## src/rtl/cdb_arbiter.sv

```systemverilog
// Common data bus arbiter: merges ALU and LSB results onto one registered
// write-back port, with a small bypassable FIFO per source.
module cdb_fifo #(
    parameter int W  = 37,
    parameter int DB = 2
) (
    input  logic          clk,
    input  logic          rst,
    input  logic          flush,
    input  logic          push,
    input  logic          pop,
    input  logic [W-1:0]  din,
    output logic [W-1:0]  head,
    output logic [DB:0]   count,
    output logic          full
);
    localparam int D = 1 << DB;

    logic [W-1:0]  mem [D];
    logic [DB-1:0] rd_ptr;
    logic [DB-1:0] wr_ptr;
    logic          do_push;
    logic          do_pop;

    // A full queue refuses pushes even when it pops in the same cycle.
    assign full    = (count == (DB+1)'(D));
    assign do_push = push && !full;
    assign do_pop  = pop && (count != '0);
    assign head    = mem[rd_ptr];

    always_ff @(posedge clk) begin
        if (rst || flush) begin
            rd_ptr <= '0;
            wr_ptr <= '0;
            count  <= '0;
        end else begin
            if (do_push) wr_ptr <= wr_ptr + 1'b1;
            if (do_pop)  rd_ptr <= rd_ptr + 1'b1;
            case ({do_push, do_pop})
                2'b10:   count <= count + 1'b1;
                2'b01:   count <= count - 1'b1;
                default: count <= count;
            endcase
        end
    end

    always_ff @(posedge clk) begin
        if (do_push) mem[wr_ptr] <= din;
    end
endmodule

module cdb_arbiter #(
    parameter int ROB_WIDTH_BIT  = 5,
    parameter int FIFO_DEPTH_BIT = 2
) (
    input  logic                     clk_in,
    input  logic                     rst_in,
    input  logic                     rdy_in,
    input  logic                     clear_in,
    input  logic                     alu_valid,
    input  logic [ROB_WIDTH_BIT-1:0] alu_rob_id,
    input  logic [31:0]              alu_val,
    output logic                     alu_full,
    input  logic                     lsb_valid,
    input  logic                     lsb_has_val,
    input  logic [ROB_WIDTH_BIT-1:0] lsb_rob_id,
    input  logic [31:0]              lsb_val,
    output logic                     lsb_full,
    output logic                     cdb_valid,
    output logic                     cdb_src,
    output logic                     cdb_has_val,
    output logic [ROB_WIDTH_BIT-1:0] cdb_rob_id,
    output logic [31:0]              cdb_val,
    output logic                     overflow_err
);
    localparam int AW = ROB_WIDTH_BIT + 32;
    localparam int LW = AW + 1;

    logic [AW-1:0]           alu_head;
    logic [LW-1:0]           lsb_head;
    logic [FIFO_DEPTH_BIT:0] alu_cnt;
    logic [FIFO_DEPTH_BIT:0] lsb_cnt;
    logic                    alu_q_full;
    logic                    lsb_q_full;
    logic                    last_grant;

    logic run;
    logic flush;
    logic alu_from_q;
    logic lsb_from_q;
    logic alu_cand;
    logic lsb_cand;
    logic grant_alu;
    logic grant_lsb;
    logic alu_push;
    logic lsb_push;
    logic alu_pop;
    logic lsb_pop;
    logic alu_ovf;
    logic lsb_ovf;

    logic [ROB_WIDTH_BIT-1:0] alu_sel_id;
    logic [31:0]              alu_sel_val;
    logic                     lsb_sel_hv;
    logic [ROB_WIDTH_BIT-1:0] lsb_sel_id;
    logic [31:0]              lsb_sel_val;

    assign run   = rdy_in && !clear_in;
    assign flush = rdy_in && clear_in;

    assign alu_from_q = (alu_cnt != '0);
    assign lsb_from_q = (lsb_cnt != '0);
    assign alu_cand   = alu_from_q || alu_valid;
    assign lsb_cand   = lsb_from_q || lsb_valid;

    // last_grant: 0 = ALU, 1 = LSB; on a tie the other source wins.
    assign grant_alu = alu_cand && (!lsb_cand || last_grant);
    assign grant_lsb = lsb_cand && !grant_alu;

    assign alu_push = run && alu_valid && !(grant_alu && !alu_from_q);
    assign lsb_push = run && lsb_valid && !(grant_lsb && !lsb_from_q);
    assign alu_pop  = run && grant_alu && alu_from_q;
    assign lsb_pop  = run && grant_lsb && lsb_from_q;

    assign alu_ovf = run && alu_valid && alu_q_full;
    assign lsb_ovf = run && lsb_valid && lsb_q_full;

    assign alu_full = alu_q_full || !rdy_in;
    assign lsb_full = lsb_q_full || !rdy_in;

    assign alu_sel_id  = alu_from_q ? alu_head[AW-1:32] : alu_rob_id;
    assign alu_sel_val = alu_from_q ? alu_head[31:0]    : alu_val;
    assign lsb_sel_hv  = lsb_from_q ? lsb_head[LW-1]    : lsb_has_val;
    assign lsb_sel_id  = lsb_from_q ? lsb_head[AW-1:32] : lsb_rob_id;
    assign lsb_sel_val = lsb_from_q ? lsb_head[31:0]    : lsb_val;

    cdb_fifo #(.W(AW), .DB(FIFO_DEPTH_BIT)) u_alu_q (
        .clk   (clk_in),
        .rst   (rst_in),
        .flush (flush),
        .push  (alu_push),
        .pop   (alu_pop),
        .din   ({alu_rob_id, alu_val}),
        .head  (alu_head),
        .count (alu_cnt),
        .full  (alu_q_full)
    );

    cdb_fifo #(.W(LW), .DB(FIFO_DEPTH_BIT)) u_lsb_q (
        .clk   (clk_in),
        .rst   (rst_in),
        .flush (flush),
        .push  (lsb_push),
        .pop   (lsb_pop),
        .din   ({lsb_has_val, lsb_rob_id, lsb_val}),
        .head  (lsb_head),
        .count (lsb_cnt),
        .full  (lsb_q_full)
    );

    always_ff @(posedge clk_in) begin
        if (rst_in) begin
            last_grant   <= 1'b1;
            cdb_valid    <= 1'b0;
            cdb_src      <= 1'b0;
            cdb_has_val  <= 1'b0;
            cdb_rob_id   <= '0;
            cdb_val      <= '0;
            overflow_err <= 1'b0;
        end else if (rdy_in) begin
            if (clear_in) begin
                cdb_valid  <= 1'b0;
                last_grant <= 1'b1;
            end else begin
                overflow_err <= overflow_err | alu_ovf | lsb_ovf;
                unique case (1'b1)
                    grant_alu: begin
                        cdb_valid   <= 1'b1;
                        cdb_src     <= 1'b0;
                        cdb_has_val <= 1'b1;
                        cdb_rob_id  <= alu_sel_id;
                        cdb_val     <= alu_sel_val;
                        last_grant  <= 1'b0;
                    end
                    grant_lsb: begin
                        cdb_valid   <= 1'b1;
                        cdb_src     <= 1'b1;
                        cdb_has_val <= lsb_sel_hv;
                        cdb_rob_id  <= lsb_sel_id;
                        cdb_val     <= lsb_sel_val;
                        last_grant  <= 1'b1;
                    end
                    default: begin
                        cdb_valid   <= 1'b0;
                        cdb_src     <= 1'b0;
                        cdb_has_val <= 1'b0;
                        cdb_rob_id  <= '0;
                        cdb_val     <= '0;
                    end
                endcase
            end
        end
    end
endmodule

```

## config.mk

```make
export PLATFORM = sky130hd
export DESIGN_NAME = cdb_arbiter
export DESIGN_NICKNAME = d
export VERILOG_FILES = /design/src/rtl/cdb_arbiter.sv
export SDC_FILE = /design/constraint.sdc
export NUM_CORES = 1
export LEC_CHECK = 0
export CAP_MARGIN = 20
export CORE_ASPECT_RATIO = 1.25
export CORE_MARGIN = 5
export CORE_UTILIZATION = 62
export DETAILED_ROUTE_END_ITERATION = 12
export PLACE_DENSITY = 0.85
export SLEW_MARGIN = 20
export SYNTH_ARGS = -nofsm -noshare
export SYNTH_HDL_FRONTEND = slang
export SYNTH_SLANG_ARGS = --single-unit
```

## constraint.sdc

```tcl
create_clock -name clk_in -period 4.35 [get_ports clk_in]
set_clock_uncertainty 0.2 [all_clocks]
set_input_delay 1.0875 -clock clk_in [delete_from_list [all_inputs] [get_ports clk_in]]
set_output_delay 1.0875 -clock clk_in [all_outputs]
set_load 0.005 [all_outputs]
```

==> flow_summary_export.csv <==
group,metric,value,unit
outcome,status,"finished, final reports clean",
power,cellPowerDensity,419,nW/um^2
die,dieArea,26300,um^2
clock_network,cts_inserted_buffers,35,
sta,tightest_slew,1.11,ns
synthesis,synth.ff_latch_count,360,
setup_path,rrSetupSlack,1.13,ns
final_layout,fillers,1289,
synthesis,synth_edf_count,300,
die,num_rows,62,
placement,globalplace.congestion,0.804,
final_layout,layout-area-overhead-vs-synth,19.6,%
synthesis,synth_flop_cell,"edfxtp_1",
die,io_pins,124,
hold_path,hold_path_class,"register to register",
die,die_y,180,um
synthesis,synth_area,14300,um^2
setup_path,cp_slowest_stage_delay,0.61,ns
sta,final_hold_viol_count,0,
grt,grt_use_total,0.264,
setup_path,crit_arrival,2.24,ns
setup_path,setup.worst_path.start_class,"input port",
detailed_routing,vias,8703,
final_layout,final_net_count,1030,
setup_path,rr_startpoint,"u_alu_q.count[2]",
clock_network,numClockSinks,360,
detailed_routing,drt_wl_total,34800,um
sta,maxSlewHeadroom,0.261,
detailed_routing,viasPerCell,6.96,
setup_path,worst_path_dominant_cell_family,"buffers and inverters",
synthesis,synth_fa_ha_area_frac,0.0115,
setup_path,worst_path_max_delay_cell,"clkdlybuf4s50_1",
synthesis,syn_nets,893,
final_layout,regArea,10200,um^2
grt,first_global_vias,9309,
setup_path,cp.depth,3,
setup_path,crit_end,"alu_full",
grt,met1_usage,0.316,
synthesis,synth-seq-area-share,0.713,
synthesis,yosys.area_share.xor_xnor,0.00489,
synthesis,synthArstFlopShare,0,
grt,busiest_layer,"met2",
setup_path,critPathMostFrequentCell,"clkdlybuf4s50_1",
grt,grt_max_degree,47,
die,start_util,0.626,
detailed_routing,drt_first_pass_iters,7,
sta,period_minus_slack,3.53,ns
synthesis,muxShareOfSynthArea,0.119,
setup_path,endpoint_kind,"output pin",
clock_network,insertion_delay,0.51,ns
sta,finalSetupTns,0,ns
setup_path,critical_path_buf_inv_count,2,
placement,port_buffers,123,
grt,grt_first_pass_wirelength,53300,um
synthesis,syn_inst,800,
final_layout,multiInputGateArea,3830,um^2
detailed_routing,drcViolationCount,0,
placement,place_hpwl,20600,um
synthesis,yosysTopAreaCellShare,0.629,
final_layout,drive_gt1_frac,0.188,
power,p_leak,0.00565,uW
grt,grt_util_met3,0.0491,
detailed_routing,wl_per_cell,27.8,um
sta,fmax,283,MHz
sta,slew_viol_final,0,
synthesis,synth_area_leader_cell,"edfxtp_1",
clock_network,clk_pin_slew,0.07,ns
flow_run,drv_cap,0,
sta,finalCritPeriodShare,0.812,
synthesis,yosys-top-cells-area,"edfxtp_1 63%, mux4_2 12%, dfxtp_1 8.4%, o211a_1 2.7%, a221oi_1 2.3%",
clock_network,hold_buffers,0,
synthesis,synth_warnings,0,
die,core,22900,um^2
clock_network,cts_buffer_depth,3,
clock_network,clockRootBuffer,"clkbuf_16",
setup_path,reg2reg_depth,9,
grt,antenna_found_initial,0,
sta,setup_viol,0,
synthesis,synth-simple-area-share,0.0215,
clock_network,cts_max_level,2,
final_layout,n_antenna_cell,0,
synthesis,syn_avg_cell_area,17.9,um^2
sta,rsz0062_at_grt,"false",
setup_path,criticalPathCategory,"input port to output pin",
power,ir_worst_vdd,0.384,mV
setup_path,crit_chain,"clkdlybuf4s50_1 > nand2_1 > clkdlybuf4s50_1",
setup_path,crit_fanout,8,
die,die_w,146,um
synthesis,synth_cell_types,45,
synthesis,synth_top_family_by_area,"multiplexers",
setup_path,r2r_end,"u_alu_q.count[2]",
synthesis,synth_compound_area_frac,0.108,
grt,grt_overflow_total,0,
setup_path,critPathLaunch,"rdy_in",
clock_network,postCtsSetupBuffers,0,
clock_network,cts.repair.resized,0,
grt,use_met2,0.474,
setup_path,cp.required,3.06,ns
detailed_routing,drt_iter0_drc,886,
detailed_routing,ant_nets,0,
clock_network,cts_tree,"yes",
sta,hold_slack,0.277,ns
## stage by stage
step	instances	utilization	instance area (um^2)	setup WS, ns	total power [uW]
after CTS	1250	0.748	17100	0.809	7200
final	1250	0.748	17100	0.819	7180
after detailed placement	1188	0.697	15900	0.392	4190
after global routing	1250	0.748	17100	0.606	7370
after global placement	1188	0.697	15900	0.479	4180
after floorplan	800	-	14300	1.01	3980
## worst min-delay path by stage
stage / start / end / slack, ns / cells past startpoint
after global routing: cdb_valid / cdb_valid / 0.30 / 2
after global placement: overflow_err / overflow_err / 0.26 / 2
after detailed placement: cdb_valid / cdb_valid / 0.27 / 2
after CTS: cdb_valid / cdb_valid / 0.28 / 2
final: cdb_valid / cdb_valid / 0.28 / 2
after floorplan: cdb_valid / cdb_valid / 0.26 / 2
## registers in the layout, indices dropped and copies added (netlist names), named ones only
| name | flops |
|---|---|
| u_alu_q.rd_ptr | 2 |
| u_alu_q.wr_ptr | 2 |
| cdb_rob_id | 5 |
| cdb_has_val | 1 |
| u_lsb_q.mem | 152 |
| cdb_val | 32 |
| u_alu_q.count | 3 |
| last_grant | 1 |
| u_lsb_q.count | 3 |
| overflow_err | 1 |
| u_lsb_q.wr_ptr | 2 |
| cdb_src | 1 |
| cdb_valid | 1 |
| u_lsb_q.rd_ptr | 2 |
| u_alu_q.mem | 148 |
## cells in the mapped netlist, types with 3 or more instances
master	number
a21oi_1	47
mux4_2	75
buf_4	9
clkbuf_1	28
a21o_1	3
ha_1	10
nor2_1	21
nand2_1	6
inv_1	14
and3_1	9
or3_1	4
o211a_1	38
xor2_1	7
a22oi_1	37
and2_1	3
nor3_1	3
dfxtp_1	60
edfxtp_1	300
nand2b_1	3
nand3_1	4
o21ai_0	42
a221oi_1	37
buf_2	16
## area by class of cell
class	count	area share
clock inverter	15	0.00760
inverter	14	0.00307
clock buffer	47	0.0612
timing repair buffer	156	0.0864
tap	288	0.0210
multi-input combinational	370	0.224
sequential	360	0.597
## where the power goes
part | switching [uW] | internal, uW | total, uW | leakage (uW)
Combinational | 188 | 156 | 345 | 0.00190
Clock | 1230 | 1810 | 3050 | 0.000568
Sequential | 27.4 | 3760 | 3780 | 0.00319
## cells by family (layout without fill, tap and decap cells)
logic type                 Yosys count  in the layout
AOI/OAI and AO/OA                  215            215
muxes                               76             76
DFF                                360            360
adders and majority gates           12             12
buffers and inverters               70            232
xor gates and xnor gates             8              8
and+or+nand+nor                     59             59
## routing by layer
layer,vias up,wire [um]
met5,-,0
met4,0,1080
met3,101,2910
met2,566,18900
met1,4440,11900
li1,3596,-
## worst register-to-register path, cell delays in order, from the launching register on
cell	delay, ns
dfxtp_1	0.52
or3_2	0.81
o211ai_1	0.29
inv_1	0.11
ha_1	0.18
inv_1	0.06
fa_1	0.37
xor2_1	0.16
or3_1	0.30
a21oi_1	0.14
## cells in the final DEF (no fill, tap or decap), types with 6 or more instances in the layout
| cell | netlist | final |
|---|---|---|
| a21oi_1 | 47 | 47 |
| a221oi_1 | 37 | 37 |
| a22oi_1 | 37 | 37 |
| and3_2 | 0 | 9 |
| buf_4 | 9 | 33 |
| clkbuf_16 | 0 | 40 |
| clkdlybuf4s50_1 | 0 | 123 |
| clkinv_1 | 0 | 6 |
| dfxtp_1 | 60 | 55 |
| edfxtp_1 | 300 | 300 |
| ha_1 | 10 | 10 |
| inv_1 | 14 | 14 |
| mux4_2 | 75 | 75 |
| nand2_1 | 6 | 6 |
| nor2_1 | 21 | 21 |
| o211a_1 | 38 | 38 |
| o21ai_0 | 42 | 42 |
| xor2_1 | 7 | 7 |
Note: power is estimated with default switching activity, not from simulation.
